## src/rtl/step_sequencer_ctrl.sv

```systemverilog
// 16-step pattern scheduler: key presses toggle pattern bits, a tempo counter walks a play
// cursor through the steps and emits a per-step tick plus a gate pulse for enabled steps.
module step_sequencer_ctrl #(
  parameter int unsigned CLK_PER_STEP = 1_500_000,
  parameter int unsigned GATE_CYCLES  = 750_000,
  parameter int unsigned CNT_W        = 21
) (
  input  logic        clk,
  input  logic        rst,
  input  logic        key_valid,
  input  logic [3:0]  key_idx,
  input  logic        start_stop,
  input  logic        clear,
  output logic        running,
  output logic [3:0]  step_idx,
  output logic        step_tick,
  output logic        gate,
  output logic [15:0] pattern
);

  localparam logic [CNT_W-1:0] LAST_CNT  = CNT_W'(CLK_PER_STEP - 1);
  localparam logic [CNT_W-1:0] GATE_LOAD = CNT_W'(GATE_CYCLES - 1);

  typedef enum logic {
    ST_STOPPED = 1'b0,
    ST_RUNNING = 1'b1
  } state_e;

  state_e            state_q, state_d;
  logic [CNT_W-1:0]  tempo_q, tempo_d;
  logic [CNT_W-1:0]  gcnt_q, gcnt_d;
  logic [3:0]        step_q, step_d;
  logic              tick_q, tick_d;
  logic              gate_q, gate_d;
  logic [15:0]       pattern_q, pattern_d;
  logic [3:0]        step_inc;

  assign step_inc = step_q + 4'd1;

  always_ff @(posedge clk) begin
    if (rst) begin
      state_q   <= ST_STOPPED;
      tempo_q   <= '0;
      gcnt_q    <= '0;
      step_q    <= '0;
      tick_q    <= 1'b0;
      gate_q    <= 1'b0;
      pattern_q <= '0;
    end else begin
      state_q   <= state_d;
      tempo_q   <= tempo_d;
      gcnt_q    <= gcnt_d;
      step_q    <= step_d;
      tick_q    <= tick_d;
      gate_q    <= gate_d;
      pattern_q <= pattern_d;
    end
  end

  // Step starts sample pattern_q, so a same-cycle toggle or clear never alters that step's gate.
  always_comb begin
    state_d   = state_q;
    tempo_d   = tempo_q;
    gcnt_d    = gcnt_q;
    step_d    = step_q;
    tick_d    = 1'b0;
    gate_d    = gate_q;
    pattern_d = pattern_q;

    if (clear) begin
      pattern_d = '0;
    end else if (key_valid) begin
      pattern_d[key_idx] = ~pattern_q[key_idx];
    end

    case (state_q)
      ST_STOPPED: begin
        tempo_d = '0;
        gcnt_d  = '0;
        step_d  = '0;
        gate_d  = 1'b0;
        if (start_stop) begin
          state_d = ST_RUNNING;
          tick_d  = 1'b1;
          gate_d  = pattern_q[0];
          gcnt_d  = GATE_LOAD;
        end
      end
      ST_RUNNING: begin
        if (start_stop) begin
          state_d = ST_STOPPED;
          tempo_d = '0;
          gcnt_d  = '0;
          step_d  = '0;
          gate_d  = 1'b0;
        end else if (tempo_q == LAST_CNT) begin
          tempo_d = '0;
          step_d  = step_inc;
          tick_d  = 1'b1;
          gate_d  = pattern_q[step_inc];
          gcnt_d  = GATE_LOAD;
        end else begin
          tempo_d = tempo_q + CNT_W'(1);
          // gcnt holds the remaining high cycles after the current one
          if (gate_q) begin
            if (gcnt_q == '0) begin
              gate_d = 1'b0;
            end else begin
              gcnt_d = gcnt_q - CNT_W'(1);
            end
          end
        end
      end
      default: state_d = ST_STOPPED;
    endcase
  end

  assign running   = (state_q == ST_RUNNING);
  assign step_idx  = step_q;
  assign step_tick = tick_q;
  assign gate      = gate_q;
  assign pattern   = pattern_q;

endmodule

```

## config.mk

```make
export PLATFORM = sky130hd
export DESIGN_NAME = step_sequencer_ctrl
export DESIGN_NICKNAME = d
export VERILOG_FILES = /design/src/rtl/step_sequencer_ctrl.sv
export SDC_FILE = /design/constraint.sdc
export NUM_CORES = 1
export LEC_CHECK = 0
export CORE_MARGIN = 10
export CORE_UTILIZATION = 50
export DETAILED_ROUTE_END_ITERATION = 10
export GPL_ROUTABILITY_DRIVEN = 0
export PLACE_DENSITY = 0.72
export SYNTH_ARGS = -nofsm -noshare
export SYNTH_HDL_FRONTEND = slang
export SYNTH_SLANG_ARGS = --single-unit
```

## constraint.sdc

```tcl
create_clock -name clk -period 4.59 [get_ports clk]
set_clock_uncertainty 0.2 [all_clocks]
set_input_delay 0.6885 -clock clk [delete_from_list [all_inputs] [get_ports clk]]
set_output_delay 0.6885 -clock clk [all_outputs]
set_load 0.01 [all_outputs]
```

==> flow_metrics.tcl <==
set metrics [dict create \
    clockBufferDepth 2 \
    areaGrowthSynthToFinish_pct 15.4 \
    power_w 0.00131 \
    worstPathArrival_ns 3.23 \
    whs_ns 0.277 \
    syn_nets 446 \
    synth_area_um2 3610 \
    rows 30 \
    drt_iter0_drc 172 \
    yosysWarnings 0 \
    synth.yosys.seq_area_share_pct 36.0 \
    clkTransAtPathRegs_ns 0.08 \
    slew_violations 0 \
    cp-end-kind "flop" \
    dp_hpwl_um 6650 \
    cts_inserted_buffers 9 \
    period_needed_ns 3.19 \
    avgViaCountPerCell 6.09 \
    drc_errors 0 \
    synth_enable_flop_cells 0 \
    status "finished, final reports clean" \
    root_buffer "clkbuf_8" \
    rsz0062_at_grt "no" \
    io_buffers 31 \
    holdBufCountCts 0 \
    tightest_slew_ns 1.00 \
    drv_cap 0 \
    synth_ff_type "dfxtp_1" \
    synthArstFlopShare_pct 0 \
    grt_use_total_pct 17.0 \
    ys_types 59 \
    p_leak_nw 1.42 \
    setup-tns-final_ns 0 \
    crit_path_start_kind "primary input" \
    antenna_found_initial 0 \
    nets 469 \
    diodes 0 \
    route.final.wire_length_um 9330 \
    post-cts-setup-buffers 0 \
    crit_path_frequent_cell "inv_1" \
    grt_pass1_vias 3244 \
    ir_drop_mv 0.198 \
    io_pins 32 \
    max_freq_mhz 313 \
    post_drt_wl_per_cell_um 16.8 \
    die_area_um2 11000 \
    worstPathRequired_ns 4.63 \
    drt_pass1_iterations 6 \
    worstSkewPairLatency_ns 0.35 \
    postSynthAreaPerCell_um2 8.36 \
    cts_resized 0 \
    powerDensity_nw_per_um2 313 \
    synth_seq_cells 65 \
    grt_pass1_wl_um 15900 \
    clock-sinks 65 \
    crit_family "compound AO/OA/AOI/OAI gates" \
    core_area_um2 6910 \
    slowest_stage "a21o_1" \
    h-tree-depth 3 \
    grt_max_degree 24 \
    chipWidth_um 105 \
    layout-drive-gt1-share_pct 9.35 \
    hold_viol 0 \
    vias 3385 \
    drtAntennaViolNets 0 \
    hp-class "flop to flop" \
    period_share_pct 69.5 \
    setup_viol 0 \
    overflow 0 \
    cp_num_buf_inv 4 \
    critPathMaxStageDelay_ns 0.63 \
    cts_tree "yes" \
    start_util_pct 52.3 \
    relSlewSlack_pct 32.5 \
    setup.worst_path.class "primary input to flop" \
    worstPathMaxFanout 18 \
    crit_chain "clkdlybuf4s50_1 -> buf_4 -> inv_1 -> ha_1 -> inv_1 -> nor4_1 -> a21o_1 -> o211ai_1 -> a22o_1" \
    die_height_um 105 \
    netlist_instances 432 \
]
## synthesized netlist by cell type, types with 3 or more instances
cell type / instances / area [um^2]
a211oi_1: 12 / 90.1
a21oi_1: 19 / 95.1
a221oi_1: 3 / 26.3
a22o_1: 8 / 70.1
a31oi_1: 5 / 31.3
and3_1: 3 / 18.8
clkbuf_1: 17 / 63.8
dfxtp_1: 65 / 1300
ha_1: 5 / 62.6
inv_1: 12 / 45.0
mux2_2: 3 / 33.8
mux2i_1: 3 / 30.0
mux4_2: 7 / 158
nand2_1: 21 / 78.8
nand2b_1: 4 / 25.0
nand3_1: 22 / 110
nand3b_1: 3 / 22.5
nand4_1: 3 / 18.8
nor2_1: 69 / 259
nor2b_1: 4 / 25.0
nor3_1: 31 / 155
nor4_1: 10 / 62.6
o211ai_1: 5 / 37.5
o21ai_0: 11 / 55.1
o22a_1: 4 / 35.0
o2bb2ai_1: 4 / 35.0
o31ai_1: 3 / 22.5
o41ai_1: 5 / 43.8
or2_2: 3 / 18.8
or3_1: 6 / 37.5
or3b_2: 3 / 26.3
or4_1: 6 / 45.0
xnor2_1: 10 / 87.6
xor2_1: 9 / 78.8
## placed cells by master, fill, tap and decap left out, drive strengths merged, types with 4 or more instances in the layout
| cell | count |
|---|---|
| nor2 | 69 |
| o21ai | 11 |
| nor4 | 11 |
| buf | 5 |
| mux4 | 7 |
| nand2 | 21 |
| or3 | 6 |
| o211ai | 5 |
| a22o | 8 |
| ha | 5 |
| xnor2 | 10 |
| inv | 15 |
| or4 | 8 |
| a211oi | 12 |
| o41ai | 5 |
| o2bb2ai | 4 |
| nand4 | 4 |
| clkdlybuf4s50 | 31 |
| clkbuf | 9 |
| nor3 | 32 |
| xor2 | 9 |
| nor2b | 4 |
| dfxtp | 65 |
| nand2b | 4 |
| a31oi | 5 |
| or2 | 4 |
| a21oi | 19 |
| o22a | 4 |
| nand3 | 22 |
## final timing paths
path	depth (start not counted)	from	to	slack, ns
worst min register to register	1	tempo_q[0]	tempo_q[0]	0.28
worst max-delay path	9	start_stop	gcnt_q[17]	1.40
worst min-delay path	1	tempo_q[0]	tempo_q[0]	0.28
worst max register to register	5	gcnt_q[5]	gcnt_q[6]	1.56
## stage by stage
| step | area, um^2 | std cells | setup slack [ns] | utilization (%) |
|---|---|---|---|---|
| floorplan | 3610 | 432 | 1.75 | - |
| global placement | 3970 | 540 | 1.16 | 57.5 |
| detailed placement | 3970 | 540 | 1.07 | 57.5 |
| CTS | 4170 | 556 | 1.44 | 60.4 |
| global route | 4170 | 556 | 1.16 | 60.4 |
| finish | 4170 | 556 | 1.40 | 60.4 |
## state kept, by name, summed over array words and instances (netlist names)
register,cells
step_idx,4
running,1
gate,1
gcnt_q,21
step_tick,1
pattern,16
tempo_q,21
## cell families (layout without fill, tap and decap cells)
group / count (synthesis) / after routing / share of synthesized area (%)
simple gates: 199 / 199 / 28.4
fa+ha+maj: 5 / 5 / 1.73
xor+xnor: 19 / 19 / 4.61
compound gates: 95 / 95 / 18.8
buf+inv: 36 / 64 / 4.33
flops: 65 / 65 / 36.0
mux: 13 / 13 / 6.13
## worst reg2reg max path, stage by stage (launching register included)
cell and delay (ns):
dfxtp_1 0.37, nor4_1 0.88, nand3_1 0.32, nor4_1 0.55, nor3_1 0.27, a221o_1 0.34
## report_power, final
part | internal, W | leakage, nW | switching (W)
logic | 0.0000804 | 0.795 | 0.000132
clock network | 0.000255 | 0.0966 | 0.000243
registers | 0.000578 | 0.526 | 0.0000180
## area by class of cell
cell class / count / area (um^2)
repair buffers: 36 / 348
clock buffers: 9 / 124
inverters: 12 / 45.0
clock inverters: 7 / 76.3
flip-flops and latches: 65 / 1300
well taps: 96 / 120
multi-input cells: 331 / 2160
fillers: 627 / 2740
## metal layers
metal / vias up / wire [um] / global-route usage [%]
met4: 0 / 159 / 6.08
met2: 115 / 4420 / 27.8
met3: 18 / 634 / 4.30
met1: 1590 / 4120 / 21.2
met5: - / 0 / 0
li1: 1662 / - / -
(Power assumes the default switching activity.)
